## config.mk

```make
export PLATFORM = sky130hd
export DESIGN_NAME = opendap_dp_ap_engine
export DESIGN_NICKNAME = d
export VERILOG_FILES = /design/src/rtl/opendap_dp_ap_engine.sv
export SDC_FILE = /design/constraint.sdc
export NUM_CORES = 1
export LEC_CHECK = 0
export BUFFER_PORTS_ARGS = -buffer_cell sky130_fd_sc_hd__clkbuf_2
export CORE_MARGIN = 10
export CORE_UTILIZATION = 40
export CTS_BUF_LIST = sky130_fd_sc_hd__clkbuf_8
export CTS_CLUSTER_DIAMETER = 60
export CTS_CLUSTER_SIZE = 14
export DETAILED_ROUTE_END_ITERATION = 8
export HOLD_SLACK_MARGIN = 0.05
export PLACE_DENSITY = 0.78
export SLEW_MARGIN = 30
export SYNTH_ARGS = -nofsm -noshare
export SYNTH_HDL_FRONTEND = slang
export SYNTH_SLANG_ARGS = --single-unit
```

## constraint.sdc

```tcl
create_clock -name swclk -period 1.8 [get_ports swclk]
set_clock_uncertainty 0.1 [all_clocks]
set_input_delay 0.27 -clock swclk [delete_from_list [all_inputs] [get_ports swclk]]
set_output_delay 0.27 -clock swclk [all_outputs]
set_load 0.1 [all_outputs]
```

## src/rtl/opendap_dp_ap_engine.sv

```systemverilog
// ---------------------------------------------------------------------------
// opendap_dp_ap_engine
//
// AP transaction engine for the SW-DP. Turns each accepted AP host access into
// one req/ack transaction on the access port chosen by SELECT.APSEL. Reads are
// posted: the host always sees RDBUFF, which holds the result of the previous
// completed read. Adds multi-AP demux, out-of-range APSEL errors, a response
// timeout and DAPABORT cancellation on top of the single-AP behaviour.
//
// Ports:
//   swclk, rst          clock, synchronous active-high reset
//   host_en             one-cycle AP access strobe from serial comms
//   host_r_nw           1 = read, 0 = write
//   host_addr           A[3:2] of the AP register
//   host_wdata          write data
//   host_rdata          RDBUFF (last completed read result)
//   host_busy           transaction outstanding (comms answers WAIT)
//   select_apsel        SELECT.APSEL, picks the AP channel
//   select_apbanksel    SELECT.APBANKSEL, upper AP address bits
//   orundetect          CTRL/STAT.ORUNDETECT
//   dap_abort           ABORT.DAPABORT strobe
//   set_stickyerr       one-cycle pulse to set STICKYERR
//   set_stickyorun      one-cycle pulse to set STICKYORUN
//   ap_req              one-hot request to the AP channels
//   ap_addr             {apbanksel, host_addr}
//   ap_wen, ap_wdata    write enable and data for the request
//   ap_rdata            read data, channel i at [32i+31:32i]
//   ap_ack, ap_err      per-channel completion and error (err valid with ack)
//   ap_abort            one-cycle cancel pulse to the selected channel
// ---------------------------------------------------------------------------
module opendap_dp_ap_engine #(
  parameter int N_AP    = 4,
  parameter int APSEL_W = 8,
  parameter int TIMEOUT = 256,
  parameter int TO_W    = 9
) (
  input  logic                 swclk,
  input  logic                 rst,
  input  logic                 host_en,
  input  logic                 host_r_nw,
  input  logic [1:0]           host_addr,
  input  logic [31:0]          host_wdata,
  output logic [31:0]          host_rdata,
  output logic                 host_busy,
  input  logic [APSEL_W-1:0]   select_apsel,
  input  logic [3:0]           select_apbanksel,
  input  logic                 orundetect,
  input  logic                 dap_abort,
  output logic                 set_stickyerr,
  output logic                 set_stickyorun,
  output logic [N_AP-1:0]      ap_req,
  output logic [5:0]           ap_addr,
  output logic                 ap_wen,
  output logic [31:0]          ap_wdata,
  input  logic [32*N_AP-1:0]   ap_rdata,
  input  logic [N_AP-1:0]      ap_ack,
  input  logic [N_AP-1:0]      ap_err,
  output logic [N_AP-1:0]      ap_abort
);

  localparam int SEL_W = (N_AP > 1) ? $clog2(N_AP) : 1;

  localparam logic [0:0] ST_IDLE = 1'b0;
  localparam logic [0:0] ST_REQ  = 1'b1;

  // APSEL is compared one bit wider so N_AP = 2^APSEL_W still fits.
  localparam logic [APSEL_W:0] NAP_LIMIT = (APSEL_W+1)'(N_AP);
  localparam logic [TO_W-1:0]  TO_LAST   = (TIMEOUT > 0) ? TO_W'(TIMEOUT - 1) : '0;

  logic [0:0]        r_state;
  logic [SEL_W-1:0]  r_sel;
  logic [TO_W-1:0]   r_cnt;
  logic [31:0]       r_rdbuff;
  logic [N_AP-1:0]   r_req;
  logic [5:0]        r_addr;
  logic              r_wen;
  logic [31:0]       r_wdata;
  logic              r_stickyerr;
  logic              r_stickyorun;
  logic [N_AP-1:0]   r_abort;

  logic              w_sel_in_range;
  logic [SEL_W-1:0]  w_new_sel;
  logic [31:0]       w_rdata_arr [N_AP];
  logic [31:0]       w_sel_rdata;
  logic              w_sel_ack;
  logic              w_sel_err;
  logic              w_timeout;

  // Split the flat read-data bus into one word per channel.
  for (genvar gi = 0; gi < N_AP; gi++) begin : g_rdata
    assign w_rdata_arr[gi] = ap_rdata[32*gi +: 32];
  end

  assign w_sel_in_range = ({1'b0, select_apsel} < NAP_LIMIT);
  assign w_new_sel      = select_apsel[SEL_W-1:0];

  // Only the latched channel can complete the transaction; acks from other
  // channels never reach the state machine.
  assign w_sel_rdata = w_rdata_arr[r_sel];
  assign w_sel_ack   = ap_ack[r_sel];
  assign w_sel_err   = ap_err[r_sel];

  // A TIMEOUT of zero disables the response timeout entirely.
  assign w_timeout = (TIMEOUT != 0) && (r_cnt == TO_LAST);

  // Main transaction FSM. Status pulses default low every cycle so each one
  // lasts exactly one cycle. Within REQ, ack beats dap_abort which beats the
  // timeout, so a late ack is never turned into an error.
  always_ff @(posedge swclk) begin
    if (rst) begin
      r_state      <= ST_IDLE;
      r_sel        <= '0;
      r_cnt        <= '0;
      r_rdbuff     <= '0;
      r_req        <= '0;
      r_addr       <= '0;
      r_wen        <= 1'b0;
      r_wdata      <= '0;
      r_stickyerr  <= 1'b0;
      r_stickyorun <= 1'b0;
      r_abort      <= '0;
    end else begin
      r_stickyerr  <= 1'b0;
      r_stickyorun <= 1'b0;
      r_abort      <= '0;
      case (r_state)
        ST_IDLE: begin
          if (host_en) begin
            if (w_sel_in_range) begin
              r_sel            <= w_new_sel;
              r_addr           <= {select_apbanksel, host_addr};
              r_wen            <= ~host_r_nw;
              r_wdata          <= host_wdata;
              r_req            <= '0;
              r_req[w_new_sel] <= 1'b1;
              r_cnt            <= '0;
              r_state          <= ST_REQ;
            end else begin
              // No such AP: flag the error, and a read returns zero.
              r_stickyerr <= 1'b1;
              if (host_r_nw) begin
                r_rdbuff <= '0;
              end
            end
          end
        end
        ST_REQ: begin
          // A second access while busy is dropped; the payload is untouched.
          if (host_en && orundetect) begin
            r_stickyorun <= 1'b1;
          end
          if (w_sel_ack) begin
            r_req   <= '0;
            r_cnt   <= '0;
            r_state <= ST_IDLE;
            if (!r_wen) begin
              if (w_sel_err) begin
                r_rdbuff    <= '0;
                r_stickyerr <= 1'b1;
              end else begin
                r_rdbuff <= w_sel_rdata;
              end
            end else if (w_sel_err) begin
              r_stickyerr <= 1'b1;
            end
          end else if (dap_abort) begin
            r_req          <= '0;
            r_abort[r_sel] <= 1'b1;
            r_cnt          <= '0;
            r_state        <= ST_IDLE;
          end else if (w_timeout) begin
            r_req          <= '0;
            r_abort[r_sel] <= 1'b1;
            r_stickyerr    <= 1'b1;
            r_cnt          <= '0;
            r_state        <= ST_IDLE;
          end else begin
            r_cnt <= r_cnt + 1'b1;
          end
        end
        default: begin
          r_state <= ST_IDLE;
        end
      endcase
    end
  end

  assign host_rdata     = r_rdbuff;
  assign host_busy      = (r_state == ST_REQ);
  assign set_stickyerr  = r_stickyerr;
  assign set_stickyorun = r_stickyorun;
  assign ap_req         = r_req;
  assign ap_addr        = r_addr;
  assign ap_wen         = r_wen;
  assign ap_wdata       = r_wdata;
  assign ap_abort       = r_abort;

endmodule
```

## Word level (Yosys, flattened, before mapping)

Cells that the tools add are included.

- Register bits: 93
- Output and inout bits: 82
- Word-level logic and storage cells: 84

- Add/subtract/negate cells: 1
- $lt $le $gt $ge: 6
- Equal/unequal tests: 8
- Mux-type cells: 46
- Bitwise logic cells: 3
- Reductions and logical operators: 9

Operators by type and width:

| kind | count |
|---|---|
| two-way mux 32 bit | 8 |
| binary-select mux 32 bit (select 2 bit) | 1 |
| one-hot mux 32 bit (2 select lines) | 1 |
| two-way mux 9 bit | 5 |
| two-way mux 4 bit | 7 |
| one-hot mux 9 bit (2 select lines) | 1 |
| two-way mux 1 bit | 16 |
| != test 2 bit (second input constant) | 5 |
| adder 9 x 1 -> 9 bit (second input constant) | 1 |
| equality test 9 x 8 -> 1 bit (second input constant) | 1 |
| < comparator 8 x 3 -> 1 bit (second input constant) | 1 |
| one-hot mux 4 bit (2 select lines) | 1 |
| < comparator 2 x 3 -> 1 bit (second input constant) | 2 |
| AND reduction 3 bit | 2 |
| AND reduction 5 bit | 1 |
| binary-select mux 1 bit (select 2 bit) | 2 |
| demux 1 bit (select 2 bit) | 2 |
| >= comparator 2 x 1 -> 1 bit (second input constant) | 2 |
| != test 4 x 2 -> 1 bit (second input constant) | 1 |
| one-hot mux 1 bit (2 select lines) | 2 |
| >= comparator 3 bit (second input constant) | 1 |
| logical AND 1 bit | 3 |
| inverter 2 -> 3 bit | 1 |
| OR reduction 3 bit | 1 |
| other kinds (4) | 5 |

## Depth between registers and ports, before layout

Gate-level depths: netlist of run 1.

- Depth in word-level cells: 8
- Depth in mapped cells: 5
- Depth with buffers taken out: 5

## Least setup slack after synthesis of run 1

No wires, ideal clock.

- Path kind: register to register
- Start point: reg r_state (netlist: host_busy)
- End point: reg r_rdbuff[0] (netlist: host_rdata[0])
- Setup time: 70 ps
- Data arrival time: 2058 ps
- Slack: -429 ps
- Stages on the path, launching flop included: 6
- Clock period less this slack: 2229 ps
- Path through: dfxtp_1 -> inv_1 -> nor2_1 -> clkbuf_1 -> o211ai_1 -> a21oi_1

- Word-level cells in the longest chain between the ends: 3
- Elaborated cells between the ends (all ways): 8

Ends and longest elaborated chain:

| what | RTL line | RTL |
|---|---|---|
| from (decl) | 70 | `logic [0:0] r_state;` |
| from (signal assigned) | 112 | `r_state <= ST_IDLE;` |
| from (signal assigned) | 138 | `r_state <= ST_REQ;` |
| from (signal assigned) | 156 | `r_state <= ST_IDLE;` |
| inverter 1 bit (no source line) | - |  |
| != test 2 bit (no source line) | - |  |
| AND reduction 5 bit (no source line) | - |  |
| to (signal assigned) | 162 | `r_rdbuff <= w_sel_rdata;` |
| to (decl) | 73 | `logic [31:0] r_rdbuff;` |

Parallel ways exist; a longest one is shown, timed or not.
A chain may end at the register's enable or synchronous reset.

## Worst setup path after layout of run 1

- Start point: reg r_sel[0]
- End point: reg r_rdbuff[15] (netlist: host_rdata[15])

- Word-level cells in the longest chain between the ends: 8
- Elaborated cells between the ends (all ways): 14

Ends and longest elaborated chain:

| what | RTL line | RTL |
|---|---|---|
| from (decl) | 71 | `logic [SEL_W-1:0] r_sel;` |
| from (signal assigned) | 131 | `r_sel <= w_new_sel;` |
| inverter 2 -> 3 bit (implied by the code) | 100 | `assign w_sel_rdata = w_rdata_arr[r_sel];` |
| binary-select mux 32 bit (select 2 bit) | 100 |  |
| two-way mux 32 bit (implied by the code) (2 in a row) | 100 |  |
| two-way mux 32 bit | 158 | `if (w_sel_err) begin` |
| two-way mux 32 bit | 157 | `if (!r_wen) begin` |
| two-way mux 32 bit | 153 | `if (w_sel_ack) begin` |
| one-hot mux 32 bit (2 select lines) | 127 | `case (r_state)` |

Parallel ways exist; a longest one is shown, timed or not. The select of a mux whose other input is x is not followed.

==> flow_summary.yaml, run 1 <==
logic_synthesis:
  syn_area_sq_um: 4450
  syn_avg_cell_area_sq_um: 9.46
  synthDistinctLibCells: 45
  synthCells: 470
  ys_async_sr_fraction: 0
  synth_edf_count: 0
  synth-main-ff-cell: "dfxtp_1"
  synth-seq-area-share: 0.419
  ys_warn_count: 0
  synth_nets: 659
  ys_ff_latch: 93
sta:
  relSlewSlack: 0.601
  maxSlewViolCount: 0
  max_freq_ghz: 0.528
  layout_min_cycle_time_ns: 1.89
  fin_crit_sh: 1.05
  finalHoldViolCount: 0
  rsz0062_at_grt: "true"
  max_slew.worst_pin.slew_ns: 0.601
  setup_viol: 40
  fin_hold_ws_ns: 0.128
  tns_ns: -2.20
  fin_ws_ns: -0.0934
critical_path:
  required_ns: 1.98
  r2r_slack_ns: -0.09
  critical_path_class: "reg -> reg"
  critPathArrivalTime_ns: 2.08
  reg2reg_from: "r_sel[0]$_SDFFE_PP0P_"
  crit_slowest_cell: "mux4_2"
  crit_fanout: 8
  slowest_delay_ns: 0.53
  cp_top_family: "multiplexers"
  crit_buf_inv: 3
  end_kind: "register"
  cpMostUsedCell: "buf_6"
  r2r_end: "host_rdata[15]$_SDFFE_PP0P_"
  worstSetupStartpointType: "register"
  path_cells: "mux4_2 > buf_6 > nand3b_1 > buf_6 > clkbuf_16 > nand3_1 > a21oi_1"
  reg2reg_depth: 7
run:
  max_cap_violations: 0
power_and_ir_drop:
  p_int_mw: 3.22
  switchingPower_mw: 0.979
  switching_share: 0.233
  pwr-share-comb: 0.131
  power.leakage_nw: 2.99
  power_frac_seq: 0.490
  clkPwrFrac: 0.379
  vdd_ir_drop_max_uv: 384
  power_density_nw_per_um2: 590
finish:
  fin_nets: 983
  fin_util: 0.657
  drive_above_1_share: 0.487
  final_area_sq_um: 7120
  area_delta_synth_final_pct: 60.1
  num-fill-cells: 808
global_route:
  track_usage: 0.216
  grt_overflow: 0
  grt_pass1_vias: 5321
  grt_pass1_wl_mm: 28.2
  antenna_found_initial: 1
  grt_start_max_net_pins: 86
clocking:
  clkTransAtPathRegs_ns: 0.09
  clock_tree.buffer_depth: 2
  cts_tree: "yes"
  clock-root-buffer: "clkbuf_8"
  htreeDepth: 3
  cts_made_buffers: 9
  insertion_delay_ns: 0.35
  cts.sink_count: 93
place:
  port_buffers: 269
  dpl.hpwl_mm: 13.6
  pre_cts_slack_ns: -0.317
  gp_routability_congestion: 0.856
  placed_area_sq_um: 6080
floorplanning:
  die_h_um: 125
  io-pin-count: 270
  die_area_sq_um: 15700
  std_cell_rows: 38
  coreArea_sq_um: 10800
  die_w_um: 125
  start_util: 0.410
hold_path:
  hold_class: "in -> reg"
  min_path_cells: 3
  hp-start: "select_apsel[0]"
  worstHoldEndpoint: "ap_req[3]$_SDFFE_PP0P_"
drt:
  vias_per_cell: 5.53
  post_drt_wl_per_cell_um: 19.9
  drt_iter0_markers: 314
  vias: 5199
  firstDrtPassIters: 4
  drc: 0
  drtAntennaViolNets: 0
  wirelength_mm: 18.7
run_status:
  violations: "setup timing"
  status: "complete, but fails checks"
[final cells by class]
cell class	instances	area (sq um)	area share
Multi-Input combinational cell	331	2480	0.348
Timing Repair Buffer	353	2340	0.328
Sequential cell	93	1870	0.263
Tap cell	140	175	0.0246
Clock buffer	11	151	0.0213
Clock inverter	5	80.1	0.0112
Inverter	6	22.5	0.00316
Antenna cell	1	2.50	0.000351
[routing by layer]
layer / vias up / wire length, um / track usage
li1: 2399 / - / -
met1: 2447 / 6700 / 0.222
met2: 299 / 9700 / 0.393
met3: 54 / 1570 / 0.0697
met4: 0 / 763 / 0.0949
met5: - / 0 / 0
[how the worst max path moves through the flow]
stage | depth (start not counted) | endpoint | slack, ns | from
6_report | 7 | host_rdata[15]$_SDFFE_PP0P_ | -0.09 | r_sel[0]$_SDFFE_PP0P_
3_3_place_gp | 4 | host_rdata[21]$_SDFFE_PP0P_ | -0.29 | r_sel[0]$_SDFFE_PP0P_
4_1_cts | 7 | host_rdata[20]$_SDFFE_PP0P_ | -0.09 | r_sel[0]$_SDFFE_PP0P_
5_1_grt | 7 | host_rdata[7]$_SDFFE_PP0P_ | -0.16 | r_sel[0]$_SDFFE_PP0P_
2_1_floorplan | 5 | host_rdata[20]$_SDFFE_PP0P_ | 0.03 | r_sel[0]$_SDFFE_PP0P_
3_5_place_dp | 6 | host_rdata[18]$_SDFFE_PP0P_ | -0.32 | r_sel[0]$_SDFFE_PP0P_
[worst register-to-register path: stages (launching register included)]
cell and delay, ns:
dfxtp_4 0.38, mux4_2 0.53, buf_6 0.17, nand3b_1 0.12, buf_6 0.14, clkbuf_16 0.16
nand3_1 0.08, a21oi_1 0.14
[kinds of logic after synthesis]
family	share of synthesized area
flops	0.419
simple gates	0.175
xor+xnor	0.00394
compound gates	0.177
fa+ha+maj	0.00281
mux	0.174
buf+inv	0.0481
[sequential cells by signal (all words and copies together) (netlist names)]
| register | count |
|---|---|
| ap_wdata | 32 |
| r_cnt | 9 |
| ap_wen | 1 |
| set_stickyorun | 1 |
| set_stickyerr | 1 |
| host_rdata | 32 |
| host_busy | 1 |
| r_sel | 2 |
| ap_abort | 4 |
| ap_addr | 6 |
| ap_req | 4 |
[power groups by stage]
stage	clock network (mW)	logic (mW)	registers, mW
4_1_cts	1.63	0.535	2.06
3_3_place_gp	0	0.445	2.11
3_5_place_dp	0	0.456	2.11
2_1_floorplan	0	0.141	2.15
6_report	1.59	0.548	2.06
5_1_grt	1.71	0.583	2.06
[cell usage in the layout, fill, tap and decap left out, types with 2 or more instances in the layout]
| cell | n |
|---|---|
| clkbuf_2 | 268 |
| dfxtp_4 | 2 |
| o211ai_1 | 32 |
| o21ai_0 | 5 |
| nor3_1 | 3 |
| nand3_1 | 27 |
| buf_4 | 20 |
| dfxtp_2 | 2 |
| nand4_1 | 4 |
| a21oi_1 | 74 |
| nand3b_1 | 2 |
| dlygate4sd3_1 | 41 |
| clkbuf_8 | 11 |
| nand2_1 | 86 |
| clkbuf_16 | 2 |
| o21ai_1 | 3 |
| o32ai_1 | 2 |
| dfxtp_1 | 89 |
| buf_6 | 7 |
| bufinv_16 | 2 |
| buf_12 | 10 |
| buf_16 | 2 |
| a31oi_1 | 2 |
| nor3b_1 | 3 |
| nor2_1 | 5 |
| inv_1 | 6 |
| a32oi_1 | 2 |
| mux4_2 | 34 |
| nand2b_1 | 5 |
| and3_1 | 3 |
| nand3_2 | 11 |
| nor2_4 | 2 |
[cell usage after synthesis (2+ instances only)]
master	n	share of area
a32oi_1	2	0.0039
a31oi_1	2	0.0028
o211ai_1	32	0.054
a21oi_1	75	0.084
and3_1	3	0.0042
clkbuf_1	28	0.024
nor2_1	7	0.0059
nand4_1	4	0.0056
buf_6	4	0.010
buf_2	6	0.0068
mux4_2	34	0.17
dfxtp_1	93	0.42
nor3_1	3	0.0034
a211oi_1	2	0.0034
nor3b_1	3	0.0051
nand3b_1	2	0.0034
nand2b_1	5	0.0070
nand2_1	87	0.073
nand3_1	38	0.043
o21ai_0	9	0.010
inv_1	6	0.0051
o32ai_1	2	0.0039
[repair_timing]
item	4_1_cts	5_1_grt
resized for setup	20	22
setup endpoints to repair	39	46
gates cloned	4	3
pin swaps	47	9
buffers inserted	9	3
hold buffers	41	0
endpoints found under the hold margin	41	0
[per-stage QoR]
step	std cells	power, mW
detailed placement	864	2.57
finish	940	4.20
CTS	934	4.22
floorplan	470	2.29
global placement	863	2.56
global route	940	4.35
Power figures use the tool's default switching activity.
==> run 2: changes to the inputs <==
- CTS_CLUSTER_DIAMETER: 60 -> 50
- clock period: 1.8 -> 1.6 ns (I/O delays scaled with it)
==> run 2 against run 1 <==
Against the previous run:
- the flow still finishes with violations (setup timing)
- final cell count increased by 1.6%
- design area increased by 3.2%
- sequential share of layout area decreased by 0.78 points
- utilization increased by 2.1 points
- non-clock buffer count increased by 16
- clock-buffer cell count decreased by 2
- via count increased by 2.7%
- worst setup slack got worse by 0.19 ns
- first-iteration DRC count increased by 10%
- flip-flop and latch count unchanged
- total power increased by 14%
- die area unchanged
- critical path type unchanged
==> flow_summary.yaml, run 2 (same netlist as run 1, synthesis figures left out) <==
run_status:
  status: "complete, but fails checks"
  violations: "setup timing"
critical_path:
  reg2reg_depth: 7
  r2r_end: "host_rdata[31]$_SDFFE_PP0P_"
  worstSetupStartpointType: "register"
  crit_fanout: 8
  required_ns: 1.79
  critPathArrivalTime_ns: 2.08
  crit_buf_inv: 3
  reg2reg_from: "r_sel[0]$_SDFFE_PP0P_"
  slowest_delay_ns: 0.53
  critical_path_class: "reg -> reg"
  crit_slowest_cell: "mux4_2"
  r2r_slack_ns: -0.29
  cp_top_family: "multiplexers"
  path_cells: "mux4_2 > buf_6 > nand3b_1 > buf_4 > clkbuf_16 > nand3_1 > a21oi_1"
  end_kind: "register"
clocking:
  clkTransAtPathRegs_ns: 0.09
  insertion_delay_ns: 0.36
  clock_tree.buffer_depth: 2
  cts.sink_count: 93
  clock-root-buffer: "clkbuf_8"
  cts_tree: "yes"
  htreeDepth: 3
  cts_made_buffers: 9
power_and_ir_drop:
  power.leakage_nw: 3.10
  vdd_ir_drop_max_uv: 381
  power_density_nw_per_um2: 650
drt:
  wirelength_mm: 20.3
  drtAntennaViolNets: 0
  vias: 5340
  post_drt_wl_per_cell_um: 21.2
  drc: 0
  vias_per_cell: 5.59
  drt_iter0_markers: 346
  firstDrtPassIters: 5
finish:
  area_delta_synth_final_pct: 65.1
  final_cells: 955
  seq_area_sq_um: 1870
  multi_input_area_sq_um: 2490
  fin_nets: 999
  num-fill-cells: 817
  drive_above_1_share: 0.509
  final_common_cell: "clkbuf_2"
  final_cell_mix: "clkbuf_2 (255), dfxtp_1 (87), nand2_1 (80), a21oi_1 (70), dlygate4sd3_1 (41)"
floorplanning:
  die_w_um: 125
  coreArea_sq_um: 10800
  start_util: 0.410
  die_area_sq_um: 15700
  io-pin-count: 270
  std_cell_rows: 38
  die_h_um: 125
sta:
  tns_ns: -13.55
  rsz0062_at_grt: "true"
  fin_crit_sh: 1.18
  maxSlewViolCount: 0
  fin_ws_ns: -0.285
  layout_min_cycle_time_ns: 1.89
  setup_viol: 88
  max_slew.worst_pin.slew_ns: 0.715
  finalHoldViolCount: 0
  max_freq_ghz: 0.530
  relSlewSlack: 0.522
global_route:
  grt_pass1_vias: 5498
  grt_start_max_net_pins: 86
  grt_overflow: 0
  antenna_found_initial: 1
  grt_pass1_wl_mm: 29.4
  track_usage: 0.230
hold_path:
  hold_class: "in -> reg"
  worstHoldEndpoint: "ap_req[3]$_SDFFE_PP0P_"
  hp-start: "select_apsel[0]"
  min_path_cells: 3
place:
  place_inst: 873
  port_buffers: 269
  dpl.hpwl_mm: 13.7
  gp_routability_congestion: 0.900
run:
  max_cap_violations: 0
[run 2: cell types whose count changed in the layout (fill, tap and decap cells not counted), moves of 4 or more]
| cell | previous run | this run |
|---|---|---|
| buf_8 | 1 | 5 |
| buf_6 | 7 | 13 |
| nand3_2 | 11 | 2 |
| buf_4 | 20 | 39 |
| a21oi_1 | 74 | 70 |
| nand2_2 | 1 | 7 |
| nand2_1 | 86 | 80 |
| a21oi_2 | 1 | 5 |
| clkbuf_2 | 268 | 255 |
| nand3_1 | 27 | 36 |
[run 2: timing repair]
item,CTS,global route
resized for setup,41,20
endpoints found under the setup margin,52,92
pin swaps,9,21
hold endpoints to repair,41,0
gates cloned,5,6
hold buffers,41,0
setup buffers,11,6
[run 2: power by group]
part	internal, mW	switching, mW
Clock	1.02	0.800
Combinational	0.350	0.284
Sequential	2.31	0.00349
[run 2: through the flow]
stage | setup WS (ns) | hold WS, ns | cell area [sq um] | total power [mW] | utilization
6_report | -0.285 | 0.0757 | 7350 | 4.77 | 0.678
3_5_place_dp | -0.473 | 0.342 | 6190 | 2.89 | 0.571
5_1_grt | -0.378 | 0.0728 | 7350 | 4.93 | 0.678
2_1_floorplan | -0.131 | 0.227 | 4520 | 2.58 | -
3_3_place_gp | -0.503 | 0.341 | 6170 | 2.87 | 0.569
4_1_cts | -0.283 | 0.0642 | 7160 | 4.77 | 0.661
[run 2: worst register-to-register path: stages (launching register included)]
cell and delay [ns]:
dfxtp_4 0.38, mux4_2 0.53, buf_6 0.16, nand3b_1 0.13
buf_4 0.16, clkbuf_16 0.15, nand3_1 0.07, a21oi_1 0.14
[run 2: cell type report]
class,instances,area share
multi-input combinational,331,0.339
tap,140,0.0238
clock buffer,9,0.0169
timing repair buffer,369,0.347
antenna,1,0.000341
clock inverter,6,0.0141
inverter,6,0.00341
sequential,93,0.255
[run 2: worst max-delay path by stage]
stage | start | depth (start not counted) | end
global placement | r_sel[0]$_SDFFE_PP0P_ | 4 | host_rdata[8]$_SDFFE_PP0P_
global route | r_sel[0]$_SDFFE_PP0P_ | 7 | host_rdata[24]$_SDFFE_PP0P_
floorplan | r_sel[0]$_SDFFE_PP0P_ | 4 | r_cnt[5]$_SDFFE_PP0P_
detailed placement | r_sel[0]$_SDFFE_PP0P_ | 6 | host_rdata[28]$_SDFFE_PP0P_
CTS | r_sel[0]$_SDFFE_PP0P_ | 7 | host_rdata[24]$_SDFFE_PP0P_
finish | r_sel[0]$_SDFFE_PP0P_ | 7 | host_rdata[31]$_SDFFE_PP0P_
[run 2: layer usage]
| layer | track usage | part of all wire | wire, um | vias up |
|---|---|---|---|---|
| met3 | 0.0727 | 0.094 | 1900 | 38 |
| met4 | 0.0928 | 0.028 | 564 | 0 |
| met5 | 0 | 0 | 0 | - |
| li1 | - | - | - | 2432 |
| met1 | 0.248 | 0.36 | 7300 | 2543 |
| met2 | 0.409 | 0.52 | 10500 | 327 |
==> run 3: changes to the inputs <==
- GPL_TIMING_DRIVEN: default -> 0
==> run 3 against run 2 <==
Against the previous run:
- critical path depth decreased by 2
- die area unchanged
- total power decreased by 2.8%
- sequential power about the same
- fmax decreased by 3.0%
- final cell count decreased by 0.52%
- non-clock buffer count decreased by 5
- hold slack improved by 0.0094 ns
- register-to-register slack got worse by 0.06 ns
- the run still ends with setup timing left
- utilization decreased by 3.6 points
- highest routed layer unchanged
- global-route usage about the same
- combinational power decreased by 3.9%
- critical path type unchanged
==> flow_summary.yaml, run 3 (same netlist as run 1, synthesis figures left out) <==
clocking:
  cts_tree: "yes"
  clkTransAtPathRegs_ns: 0.09
  cts_made_buffers: 9
  clock-root-buffer: "clkbuf_8"
  htreeDepth: 3
  cts.sink_count: 93
  insertion_delay_ns: 0.36
  clock_tree.buffer_depth: 2
power_and_ir_drop:
  power.leakage_nw: 2.93
  power_density_nw_per_um2: 666
  vdd_ir_drop_max_uv: 378
critical_path:
  r2r_end: "host_rdata[2]$_SDFFE_PP0P_"
  reg2reg_depth: 5
  critPathArrivalTime_ns: 2.13
  crit_fanout: 10
  crit_start: "r_sel[0]$_SDFFE_PP0P_"
  slowest_delay_ns: 0.47
  end_kind: "register"
  r2r_slack_ns: -0.34
  required_ns: 1.78
  critical_path_class: "reg -> reg"
  path_cells: "mux4_2 > nor3b_4 > buf_6 > o211ai_1 > a21oi_1"
  worstSetupStartpointType: "register"
  reg2reg_from: "r_sel[0]$_SDFFE_PP0P_"
  crit_slowest_cell: "nor3b_4"
finish:
  final_cell_mix: "clkbuf_2 (275), dfxtp_1 (88), nand2_1 (85), a21oi_1 (71), dlygate4sd3_1 (40)"
  num-fill-cells: 839
  antenna_cells: 0
  final_common_cell: "clkbuf_2"
  fin_nets: 994
  drive_above_1_share: 0.485
  area_delta_synth_final_pct: 56.5
  fin_util: 0.642
sta:
  fin_hold_ws_ns: 0.0851
  fin_crit_sh: 1.21
  max_slew.worst_pin.slew_ns: 0.647
  setup_viol: 51
  max_freq_ghz: 0.515
  maxSlewViolCount: 0
  layout_min_cycle_time_ns: 1.94
  finalHoldViolCount: 0
  relSlewSlack: 0.568
  rsz0062_at_grt: "true"
  fin_ws_ns: -0.344
global_route:
  grt_pass1_wl_mm: 29.7
  grt_start_max_net_pins: 16
  grt_pass1_vias: 5516
  grt_overflow: 0
  antenna_found_initial: 0
  track_usage: 0.230
run:
  max_cap_violations: 0
drt:
  vias_per_cell: 5.50
  firstDrtPassIters: 4
  drtAntennaViolNets: 0
  drt_iter0_markers: 316
  post_drt_wl_per_cell_um: 20.0
  drc: 0
  wirelength_mm: 19.0
  vias: 5224
floorplanning:
  start_util: 0.410
  std_cell_rows: 38
  die_w_um: 125
  die_h_um: 125
  coreArea_sq_um: 10800
  die_area_sq_um: 15700
  io-pin-count: 270
run_status:
  status: "complete, but fails checks"
  violations: "setup timing"
hold_path:
  worstHoldEndpoint: "set_stickyorun$_SDFF_PP0_"
  min_path_cells: 2
  hold_class: "in -> reg"
  hp-start: "orundetect"
place:
  gp_routability_congestion: 0.928
  port_buffers: 269
  pre_cts_slack_ns: -0.572
  dpl.hpwl_mm: 14.9
==> run 3: repair_timing <==
action                                  4_1_cts  5_1_grt
hold buffers                                 40        0
hold endpoints to repair                     40        0
resized for setup                            42       21
buffers inserted                             14        0
cloned                                        1        0
endpoints found under the setup margin       91       94
pin swaps                                     9        7
==> run 3: worst max-delay path: cells and delay by family, from the launching register on <==
kind                   cells  cell delay [ns]
AO/OA/AOI/OAI              2             0.25
flip-flops                 1             0.37
AND/OR/NAND/NOR            1             0.47
multiplexers               1             0.46
buffers and inverters      1             0.21
==> run 3: layout make-up <==
type / count / area (sq um) / area share
Inverter: 6 / 26.3 / 0.00377
Tap cell: 140 / 175 / 0.0252
Timing Repair Buffer: 324 / 1880 / 0.270
Sequential cell: 93 / 1880 / 0.269
Clock inverter: 4 / 53.8 / 0.00773
Clock buffer: 12 / 165 / 0.0237
Buffer: 40 / 287 / 0.0412
Multi-Input combinational cell: 331 / 2500 / 0.359
==> run 3: worst max path at each step <==
stage                                  endpoint  depth (start not counted)
finish               host_rdata[2]$_SDFFE_PP0P_                          5
floorplan                 r_cnt[5]$_SDFFE_PP0P_                          4
global route         host_rdata[7]$_SDFFE_PP0P_                          5
detailed placement        r_sel[0]$_SDFFE_PP0P_                          6
CTS                 host_rdata[23]$_SDFFE_PP0P_                          5
global placement          r_sel[1]$_SDFFE_PP0P_                          6
==> run 3: per-layer routing <==
metal  share of wire  up-vias  track usage
met2            0.51      320        0.409
met4           0.031        0       0.0928
met5               0        -            0
met3           0.092       42       0.0748
met1            0.37     2439        0.247
li1                -     2423            -
==> run 3: through the flow <==
stage / cell area, sq um / setup TNS [ns] / instances / total power [mW]
2_1_floorplan: 4520 / -8.31 / 470 / 2.58
6_report: 6960 / -12.81 / 950 / 4.64
3_3_place_gp: 6040 / -35.57 / 879 / 2.86
3_5_place_dp: 6040 / -38.79 / 879 / 2.87
5_1_grt: 6960 / -17.16 / 950 / 4.78
4_1_cts: 6920 / -12.17 / 950 / 4.64
==> run 3: where the power goes <==
| part | switching [mW] | total [mW] | internal [mW] |
|---|---|---|---|
| Clock | 0.853 | 1.71 | 0.857 |
| Combinational | 0.284 | 0.610 | 0.326 |
| Sequential | 0.00361 | 2.32 | 2.31 |
